**config.mk**
```make
export PLATFORM = sky130hd
export DESIGN_NAME = determ_add_accum
export DESIGN_NICKNAME = d
export VERILOG_FILES = /design/src/rtl/determ_add_accum_pkg.sv /design/src/rtl/determ_add_accum_popcount.sv /design/src/rtl/determ_add_accum.sv
export SDC_FILE = /design/constraint.sdc
export NUM_CORES = 1
export LEC_CHECK = 0
export BUFFER_PORTS_ARGS = -buffer_cell sky130_fd_sc_hd__buf_2
export CAP_MARGIN = 20
export CORE_MARGIN = 1
export CORE_UTILIZATION = 45
export DETAILED_ROUTE_END_ITERATION = 8
export PLACE_DENSITY = 0.76
export SLEW_MARGIN = 20
export SYNTH_ARGS = -nofsm -noshare
export SYNTH_HDL_FRONTEND = slang
export SYNTH_HIERARCHICAL = 1
export SYNTH_SLANG_ARGS = --single-unit
```
**constraint.sdc**
```tcl
create_clock -name CLK -period 8.6 [get_ports CLK]
set_input_delay 0.86 -clock CLK [delete_from_list [all_inputs] [get_ports CLK]]
set_output_delay 0.86 -clock CLK [all_outputs]
set_load 0.1 [all_outputs]
```
**src/rtl/determ_add_accum_pkg.sv**
```systemverilog
// Shared constants and width helpers for the deterministic-bitstream arithmetic blocks.
package determ_add_accum_pkg;

  typedef enum logic {
    MODE_SUM  = 1'b0,
    MODE_MEAN = 1'b1
  } mode_e;

  // Ceiling log2; clog2(1) = 0.
  function automatic int unsigned clog2(input int unsigned v);
    int unsigned r;
    longint unsigned p;
    r = 0;
    p = 1;
    while (p < longint'(v)) begin
      p = p << 1;
      r = r + 1;
    end
    return r;
  endfunction

  // Signed width holding one per-sample value in [-num_in, num_in].
  function automatic int unsigned samp_w(input int unsigned num_in);
    return clog2(num_in + 1) + 1;
  endfunction

  // Accumulator width: a full window can never wrap.
  function automatic int unsigned acc_w(input int unsigned num_in, input int unsigned wlog2);
    return samp_w(num_in) + wlog2;
  endfunction

endpackage

```
**src/rtl/determ_add_accum_popcount.sv**
```systemverilog
// Converts one bit per stream into the signed per-sample sum 2*popcount(a) - NUM_IN.
module determ_add_accum_popcount
  import determ_add_accum_pkg::*;
#(
  parameter int unsigned NUM_IN = 4
) (
  input  logic [NUM_IN-1:0]                a,
  output logic signed [samp_w(NUM_IN)-1:0] s
);

  localparam int unsigned S_W = samp_w(NUM_IN);

  logic [S_W-1:0] ones;

  // Count the +1 streams.
  always_comb begin
    ones = '0;
    for (int i = 0; i < int'(NUM_IN); i++) begin
      ones = ones + S_W'(a[i]);
    end
  end

  // Modular arithmetic is exact here since the final value always fits S_W bits.
  assign s = signed'((ones << 1) - S_W'(NUM_IN));

endmodule

```
**src/rtl/determ_add_accum.sv**
```systemverilog
// Windowed adder/accumulator for deterministic bitstreams with a saturating fixed-point output.
module determ_add_accum
  import determ_add_accum_pkg::*;
#(
  parameter int unsigned NUM_IN      = 4,
  parameter int unsigned BIT_WIDTH   = 16,
  parameter int unsigned INT_WIDTH   = 4,
  parameter int unsigned WINDOW_LOG2 = 4
) (
  input  logic                 CLK,
  input  logic                 nRST,
  input  logic [NUM_IN-1:0]    a,
  input  logic                 in_valid,
  output logic                 in_ready,
  input  logic                 mode,
  input  logic                 clear,
  output logic [BIT_WIDTH-1:0] y,
  output logic                 sat,
  output logic                 out_valid,
  input  logic                 out_ready
);

  localparam int unsigned FRAC   = BIT_WIDTH - INT_WIDTH;
  localparam int unsigned S_W    = samp_w(NUM_IN);
  localparam int unsigned ACC_W  = acc_w(NUM_IN, WINDOW_LOG2);
  localparam int unsigned WIDE_W = ACC_W + BIT_WIDTH;

  logic signed [S_W-1:0]    s;
  logic signed [ACC_W-1:0]  acc;
  logic signed [ACC_W-1:0]  acc_next;
  logic [WINDOW_LOG2-1:0]   cnt;
  logic                     last;
  logic                     accept;
  logic                     win_end;
  logic signed [WIDE_W-1:0] wide;
  logic signed [WIDE_W-1:0] scaled;
  logic [BIT_WIDTH-1:0]     y_next;
  logic                     sat_next;

  determ_add_accum_popcount #(
    .NUM_IN(NUM_IN)
  ) u_popcount (
    .a(a),
    .s(s)
  );

  // Only the last sample of a window stalls, and only behind an untaken result.
  assign last     = &cnt;
  assign in_ready = !(last && out_valid && !out_ready);
  assign accept   = in_valid && in_ready;
  assign win_end  = accept && last && !clear;
  assign acc_next = acc + ACC_W'(s);

  // Scale the window sum to Q(INT_WIDTH).(FRAC), optionally average, then clip.
  always_comb begin
    wide     = WIDE_W'(acc_next) <<< FRAC;
    scaled   = (mode_e'(mode) == MODE_MEAN) ? (wide >>> WINDOW_LOG2) : wide;
    y_next   = scaled[BIT_WIDTH-1:0];
    sat_next = 1'b0;
    if (!(&scaled[WIDE_W-1:BIT_WIDTH-1]) && (|scaled[WIDE_W-1:BIT_WIDTH-1])) begin
      sat_next = 1'b1;
      y_next   = scaled[WIDE_W-1] ? {1'b1, {(BIT_WIDTH-1){1'b0}}}
                                  : {1'b0, {(BIT_WIDTH-1){1'b1}}};
    end
  end

  // Window accumulator and sample counter; clear drops any simultaneous sample.
  always_ff @(posedge CLK) begin
    if (!nRST) begin
      acc <= '0;
      cnt <= '0;
    end else if (clear) begin
      acc <= '0;
      cnt <= '0;
    end else if (accept) begin
      acc <= last ? '0 : acc_next;
      cnt <= cnt + WINDOW_LOG2'(1);
    end
  end

  // Result register with valid/ready hand-off; a new load overrides the drop.
  always_ff @(posedge CLK) begin
    if (!nRST) begin
      out_valid <= 1'b0;
      y         <= '0;
      sat       <= 1'b0;
    end else if (win_end) begin
      out_valid <= 1'b1;
      y         <= y_next;
      sat       <= sat_next;
    end else if (out_valid && out_ready) begin
      out_valid <= 1'b0;
    end
  end

endmodule
```
==> results.md, run 1 <==
Outcome:
- The flow ran to the end, and the final reports show no timing, DRC or antenna violations.

Placed design:
- After legalization and detailed placement, the total HPWL measured 2.56 mm.
- Once placement finished, the instance area stood at 1620 sq um.
- Routability-driven placement finished with a final weighted congestion of 0.878.
- The cell count after placement is 229.
- Port buffering added 28 buffers.
- The worst setup slack after placement is 4.51 ns.

STA:
- The time the worst path needs with I/O delays and setup is 3.77 ns.
- The share of the clock period used by the worst path is 43.9%.
- The worst hold slack is 0.497 ns.
- The number of failing hold endpoints at the final stage was 0.
- Setup slack closes at 4.83 ns.
- The count of pins over their slew limit came to 0.
- The final-report setup violation count is 0.
- The slew of the pin with the lowest slew margin is 0.506 ns.
- Summed over all failing endpoints, the final setup total negative slack is 0 ns.
- The worst setup skew after layout is 0.0140 ns.
- Setup repair after global routing left no endpoint under its margin.
- Measured against its own limit, the worst slew margin works out to 66.3%.
- For this run, the top clock speed supported by timing is 265 MHz.

Detailed routing:
- The routed length on met3 is 150 microns.
- The number of iterations in the first detailed-routing pass is 4.
- The detailed router placed 1332 vias in this run.
- The highest metal layer with signal wires is met4.
- After detailed routing, the wire length on met1 is 1.40 mm.
- The total length of routed wires is 3.24 mm.
- The ratio of routed vias to standard cells is 5.72.
- The met2 wire length is 1.62 mm.
- The detailed-route DRC error count is 0.
- Dividing the detail-routed wire length by the instance count gives 13.9 microns.
- The starting DRC count in detailed routing is 69.
- The count of nets left with antenna violations once routing finished came out at 0.

Synthesis:
- Counting every net in the synthesized netlist gives 195.
- The number of warning messages in the yosys log is 6.
- The part of the Yosys area used for sequential elements is 30.3%.
- After synthesis, the cell types taking the most area are dfxtp_1 (30%), ha_1 (8.2%), buf_4 (3.9%).
- Synthesis inferred 23 register bits.
- The commonest cells after synthesis are dfxtp_1 (23), nor2_1 (12), ha_1 (10), o21ai_0 (10), buf_4 (8).
- After synthesis, the share of flip-flops with an asynchronous set or reset is 0%.
- The share of synthesized area in the top cell type comes to 30.3%.
- The mean instance size in the synthesized netlist is 8.79 sq um.
- Among all flip-flop cells after synthesis, the most frequent one is dfxtp_1.
- The library cell with the largest summed area after synthesis is dfxtp_1.
- The most common cell in the netlist is dfxtp_1.
- The number of flops mapped to enable cells by yosys is 0.
- The total standard cell area after synthesis is 1520 sq um.
- The synthesized instance count is 173.
- Yosys mapped the design onto 48 distinct sky130hd cell types.

Power:
- The ratio of total power to cell area is 142 nW/um^2.
- The maximum VDD drop is 0.0747 mV.
- The leakage power summed over all cells is 0.735 nW.
- The post-route total power is 234 uW.

Critical path:
- The path depth of the worst reg2reg path is 7.
- By startpoint and endpoint, the worst setup path is classified as input pin to flip-flop.
- The worst reg-to-reg setup slack is 6.09 ns.
- The endpoint identified for the worst register-to-register timing path is y[14].
- The peak fanout along the critical path is 5.
- STA classifies the critical path startpoint as an input pin.
- The arrival time at the worst endpoint is 3.99 ns.
- The worst reg2reg path startpoint is acc[1].
- The required time at the worst-slack endpoint is 8.82 ns.
- The endpoint kind of the worst setup timing path is a flip-flop.

Cells and area:
- Relative to the synthesized area, the layout overhead comes to 8.39%.
- The antenna cell count is 0.
- The post-route netlist has 21.7% of its cells at a drive strength greater than 1.
- For this run, the share of the core covered by cells in the final layout is 52.7%.
- Registers take 460 sq um.
- After the flow finishes, the layout carries non-filler instances totaling 233.
- For this run, the post-layout net count is 212.
- Counting the fill cells in the layout gives 287.
- Summing all non-filler instances in the final layout gives an area of 1650 sq um.
- In the final layout, the multi-input gates occupy 940 sq um.

GRT:
- The pin count of the biggest net entering global routing is 15.
- The overall track demand over capacity in global routing is 19.5%.
- The initial antenna violation count is 0.
- The wire length of the first global-routing pass is 5.33 mm.
- The via count of the first global-routing pass was 1221.
- Summed over all layers, the global routing overflow is 0.

Hold path:
- In this run the most critical hold path is launched from cnt[3].
- The type of the most critical hold path is flip-flop to flip-flop.
- The worst hold path was traced through 2 stages.
- The path with the worst hold slack has its endpoint at cnt[3].

Die:
- Measured along the y axis, the die boundary spans 60.1 microns.
- The area of the core is 3130 sq um.
- The die footprint is 3620 sq um.
- The number of I/O pins is 29.
- The initial standard-cell utilization of the core is 48.6%.
- The floorplan has 20 rows.
- From left edge to right edge, the die measures 60.1 microns.

Clock tree:
- TritonCTS built the clock tree.
- The clock passes through at most 2 buffers.
- The clock transition at the register clock pins on the worst setup and hold paths after CTS is 0.13 ns.
- In this run the number of H-tree levels came out at 1.
- The number of setup buffers added after CTS is 0.
- The number of buffers created by CTS is 3.
- The number of clock sinks seen by CTS is 23.
- Hold repair after CTS inserted 0 buffers.
- The quantity of gates resized following cts is 0.
- The root buffer cell chosen for the clock tree is clkbuf_4.
- The clock reaches the later pin of the worst-skew pair after 0.31 ns.

Flow run:
- The max-cap check violation count is 0.
[where the power goes]
group	total (mW)	switching [mW]	internal, mW
clock network	0.0487	0.0313	0.0174
registers	0.111	0.00174	0.109
logic	0.0751	0.0426	0.0326
total	0.234	0.0756	0.159
[kinds of logic (layout without fill, tap and decap cells)]
group                    count (synthesis)  count (layout)  synth area share [%]
other                                    1               1                 0.246
AO/OA/AOI/OAI                           51              51                  26.0
AND/OR/NAND/NOR                         57              57                  20.6
multiplexers                             1               1                 0.658
XOR/XNOR                                 6               6                  3.45
flip-flops                              23              23                  30.3
buffers and inverters                   22              38                  7.98
adder cells (fa/ha/maj)                 12              12                  10.9
[layout make-up]
class / count / area share, %
clock inverter: 1 / 0.303
timing repair buffer: 29 / 8.95
inverter: 5 / 1.14
multi-input combinational: 128 / 57.0
sequential: 23 / 27.9
tap: 44 / 3.34
clock buffer: 3 / 1.37
[critical path: stages]
cell and delay (ns):
buf_2 0.11, fa_1 0.54, ha_1 0.14, inv_1 0.04, ha_1 0.26, ha_1 0.38, and3_1 0.24, or4_1 0.50
a222oi_1 0.37, or3_1 0.22, nor3_1 0.07, a221o_1 0.26
[cell usage in the layout (no fill, tap or decap), drive strengths merged, types with 2 or more instances in the layout]
master  instances
fa              2
a31oi           6
o211ai          2
xnor2           2
nor2           12
nand2b          6
o21a            7
ha             10
a32o            3
a21oi           3
or2             2
nor2b           4
a22oi           7
or4             2
or3             4
buf            29
xor2            4
and2            2
inv             5
dfxtp          23
nor3b           2
nand2           7
nand3           7
nor3            5
clkbuf          3
nand4           2
a21o            3
o21ai          10
[worst max-delay path by stage]
stage               endpoint  from  slack, ns  depth (start not counted)
CTS                    y[14]  a[0]       4.84                         12
global route           y[14]  a[0]       4.68                         12
detailed placement     y[14]  a[0]       4.51                         12
floorplan              y[14]  a[0]       4.83                         12
finish                 y[14]  a[0]       4.83                         12
global placement       y[14]  a[0]       4.58                         12
[metal layers]
layer | global-route usage (%) | up-vias
li1 | - | 660
met1 | 22.8 | 614
met2 | 33.8 | 48
met3 | 4.11 | 10
met4 | 8.31 | 0
met5 | 0 | -
[state kept, by name (all words and copies together) (netlist names)]
signal     flops
out_valid      1
y              9
sat            1
cnt            4
acc            8
Power figures use the tool's default switching activity.
==> run 2, diff against run 1 <==
--- a/config.mk
+++ b/config.mk
@@ -10,7 +10,7 @@
 export CORE_MARGIN = 1
 export CORE_UTILIZATION = 45
 export DETAILED_ROUTE_END_ITERATION = 8
-export PLACE_DENSITY = 0.76
+export PLACE_DENSITY = 0.79
 export SLEW_MARGIN = 20
 export SYNTH_ARGS = -nofsm -noshare
 export SYNTH_HDL_FRONTEND = slang
==> constraint.sdc (replaced) <==
create_clock -name CLK -period 3.1 [get_ports CLK]
set_input_delay 0.31 -clock CLK [delete_from_list [all_inputs] [get_ports CLK]]
set_output_delay 0.31 -clock CLK [all_outputs]
set_load 0.1 [all_outputs]
==> run 2 against run 1 <==
Compared with the run above:
- sequential share of layout area decreased by 4.0 points
- combinational power rose to 4.0 times the previous value
- die area did not move
- largest cell class unchanged
- largest power group unchanged
==> results.md, run 2 (synthesis results as in run 1) <==
Detailed routing:
- Dividing the detail-routed via count by the number of cells gives 5.48.
- Wires add up to 3.77 mm.
- In this run, the number of DRC markers left after iteration 0 of detailed routing was 74.
- After detailed routing, the number of remaining DRC violations is 0.
- The total vias in the final route is 1430.
- The number of iterations in the first detailed-routing pass is 4.
- The post-detailed-route wirelength per cell is 14.4 microns.
- The remaining number of nets flagged by the antenna check after routing is 0.

Critical path:
- The cell that appears most often on the critical path is ha_4.
- Data on the critical path is required at its endpoint by 3.32 ns.
- The peak fanout along the critical path is 4.
- The signal on the critical path passes through buf_6 > fa_1 > ha_4 > inv_2 > ha_4 > inv_2 > ha_4 > a21o_1 > or4_1 > a222oi_1 > o31a_1 > nand2b_1 > a32o_1.
- By startpoint and endpoint, the worst setup path is classified as input pin to flip-flop.
- The worst setup path is captured at a flip-flop.
- For the worst setup path, the data arrival time is 3.24 ns.
- The type of element launching the critical path is an input pin.
- For this design, the slowest cell found on the critical path is fa_1.
- The maximum cell stage delay along the critical path is 0.57 ns.

Power:
- The internal portion of the total power is 507 uW.
- Summed over all cells, the static leakage comes to 0.871 nW.
- The switching power is 233 uW.
- The proportion of power drawn by the clock network is 18.4%.
- The share of total power dissipated in sequential elements is 41.5%.
- The switching part of the total power is 31.5%.
- The ratio of total power to cell area is 384 nW/um^2.
- The post-route total power is 740 uW.
- The maximum VDD drop is 0.256 mV.
- The combinational fraction of design power is 40.1%.

Die:
- The initial utilization of the core area, before any placement, comes to 48.6%.
- The die height is 60.1 microns.
- During I/O placement, the number of pins put on the boundary was 29.
- The width of the die is 60.1 microns.
- The total area inside the core boundary comes to 3130 sq um.
- The number of core rows is 20.
- The die footprint is 3620 sq um.

GRT:
- The via count of the first global-routing pass is 1369.
- The global routing usage on met3 is 4.98%.
- The met1 usage is 24.9%.
- Global routing used 22.4% of the available tracks.
- Global routing finished with a remaining overflow of 0.
- The pin count of the biggest net entering global routing is 16.
- Global routing consumed, on the met2 layer, 41.9% of the routing resources.
- The initial antenna violation count was 0.
- The first global-routing pass estimated 6.02 mm of wire.
- The global routing stage identified its most utilized layer as met2.

STA:
- The share of the clock period used by the worst path is 97.4%.
- The worst hold slack is 0.293 ns.
- The count of pins over their slew limit came to 0.
- The maximum clock rate is 331 MHz.
- Subtracting the final worst setup slack from the clock period gives 3.02 ns.
- The worst setup skew after layout is 0.00376 ns.
- For the pin with the worst max-slew slack, the measured transition is 0.500 ns.
- The number of failing hold endpoints at the final stage is 0.
- The final-report setup violation count is 0.
- Setup repair after global routing could not meet its margin everywhere.
- The worst setup slack after layout is 0.0802 ns.
- The worst pin sits at a relative slew slack of 66.6%.

Flow run:
- The max-cap check violation count is 0.

Cells and area:
- The register name with the most flops is y.
- The number of cells in the finished layout apart from fillers is 261.
- The most common library cell in the layout ignoring fill and taps is buf_4.
- The register with the most flip-flops in the layout has 9 of them.
- The library cells used most frequently in the layout, excluding fill and tap cells, are buf_4 (29), buf_2 (27), dfxtp_1 (23).
- The repair_antennas step left the layout with diodes totalling 0.
- The area growth from synthesis to layout is 26.7%.
- The post-route netlist has 35.0% of its cells at a drive strength greater than 1.
- In the final layout, the registers with the most flip-flops are y (9), acc (8), cnt (4).
- The total non-filler cell area in the finished layout is 1930 sq um.
- The layout net count is 240.

Placed design:
- The number of buffers added on ports is 28.
- At the placement stage, the worst setup path has a slack of -0.301 ns.
- The number of placed instances, taps included, is 255.
- The weighted congestion at the end of routability-driven global placement is 0.889.
- After legalization and detailed placement, the total HPWL measured 3.01 mm.
- Once placement finished, the instance area stood at 1880 sq um.

Clock tree:
- The number of buffers created by CTS is 3.
- The clock reaches the later pin of the worst-skew pair after 0.31 ns.
- The root buffer cell is clkbuf_4.
- TritonCTS built the clock tree.
- The clock transition at the register clock pins on the worst setup and hold paths after CTS is 0.12 ns.
- The clock net in this run drives a total of 23 sinks.
- The total number of H-tree levels is 1.
- The clock passes through at most 2 buffers.

Outcome:
- The run finished with clean final reports.

Hold path:
- The min-delay analysis places its worst path in the category input pin to flip-flop.
## run 2: through the flow
| step | utilization [%] | TNS (ns) |
|---|---|---|
| 6_report | 61.6 | 0 |
| 5_1_grt | 61.6 | -0.0255 |
| 4_1_cts | 60.9 | 0 |
| 3_5_place_dp | 60.0 | -2.31 |
| 3_3_place_gp | 60.0 | -1.33 |
| 2_1_floorplan | - | -0.00283 |
## run 2: area by class of cell
type	instances	area [sq um]
Clock buffer	4	26.3
Fill cell	272	1200
Inverter	5	18.8
Multi-Input combinational cell	128	1000
Sequential cell	23	460
Tap cell	44	55.1
Timing Repair Buffer	57	364
## run 2: power groups by stage
stage / Clock (mW) / Sequential [mW] / Combinational (mW)
floorplan: 0 / 0.312 / 0.188
global placement: 0 / 0.314 / 0.276
detailed placement: 0 / 0.314 / 0.291
CTS: 0.141 / 0.307 / 0.292
global route: 0.152 / 0.308 / 0.326
finish: 0.136 / 0.307 / 0.297
## run 2: final timing paths
| path | to | cells past startpoint | from | slack, ns |
|---|---|---|---|---|
| setup / recovery | y[12] | 13 | a[0] | 0.08 |
| hold / removal | out_valid | 2 | nRST | 0.29 |
| setup reg to reg | y[12] | 7 | acc[1] | 0.61 |
| hold reg to reg | cnt[1] | 2 | cnt[1] | 0.49 |
## run 2: metal layers
layer | vias to the layer above | wire [microns] | part of all wire, %
met1 | 659 | 1510 | 40
met5 | - | 0 | 0
met3 | 6 | 265 | 7.0
met2 | 47 | 1950 | 52
li1 | 718 | - | -
met4 | 0 | 38 | 1.0
## run 2: critical path: cells and delay by family
family	cells	cell delay, ns
compound gates	4	1.05
buf+inv	3	0.16
simple gates	2	0.58
fa+ha+maj	4	1.12
## run 2: what timing repair did
| item | CTS | global route |
|---|---|---|
| resized for setup | 0 | 2 |
| endpoints found under the setup margin | 0 | 3 |
| buffers inserted | 0 | 2 |
| hold buffers | 0 | 0 |
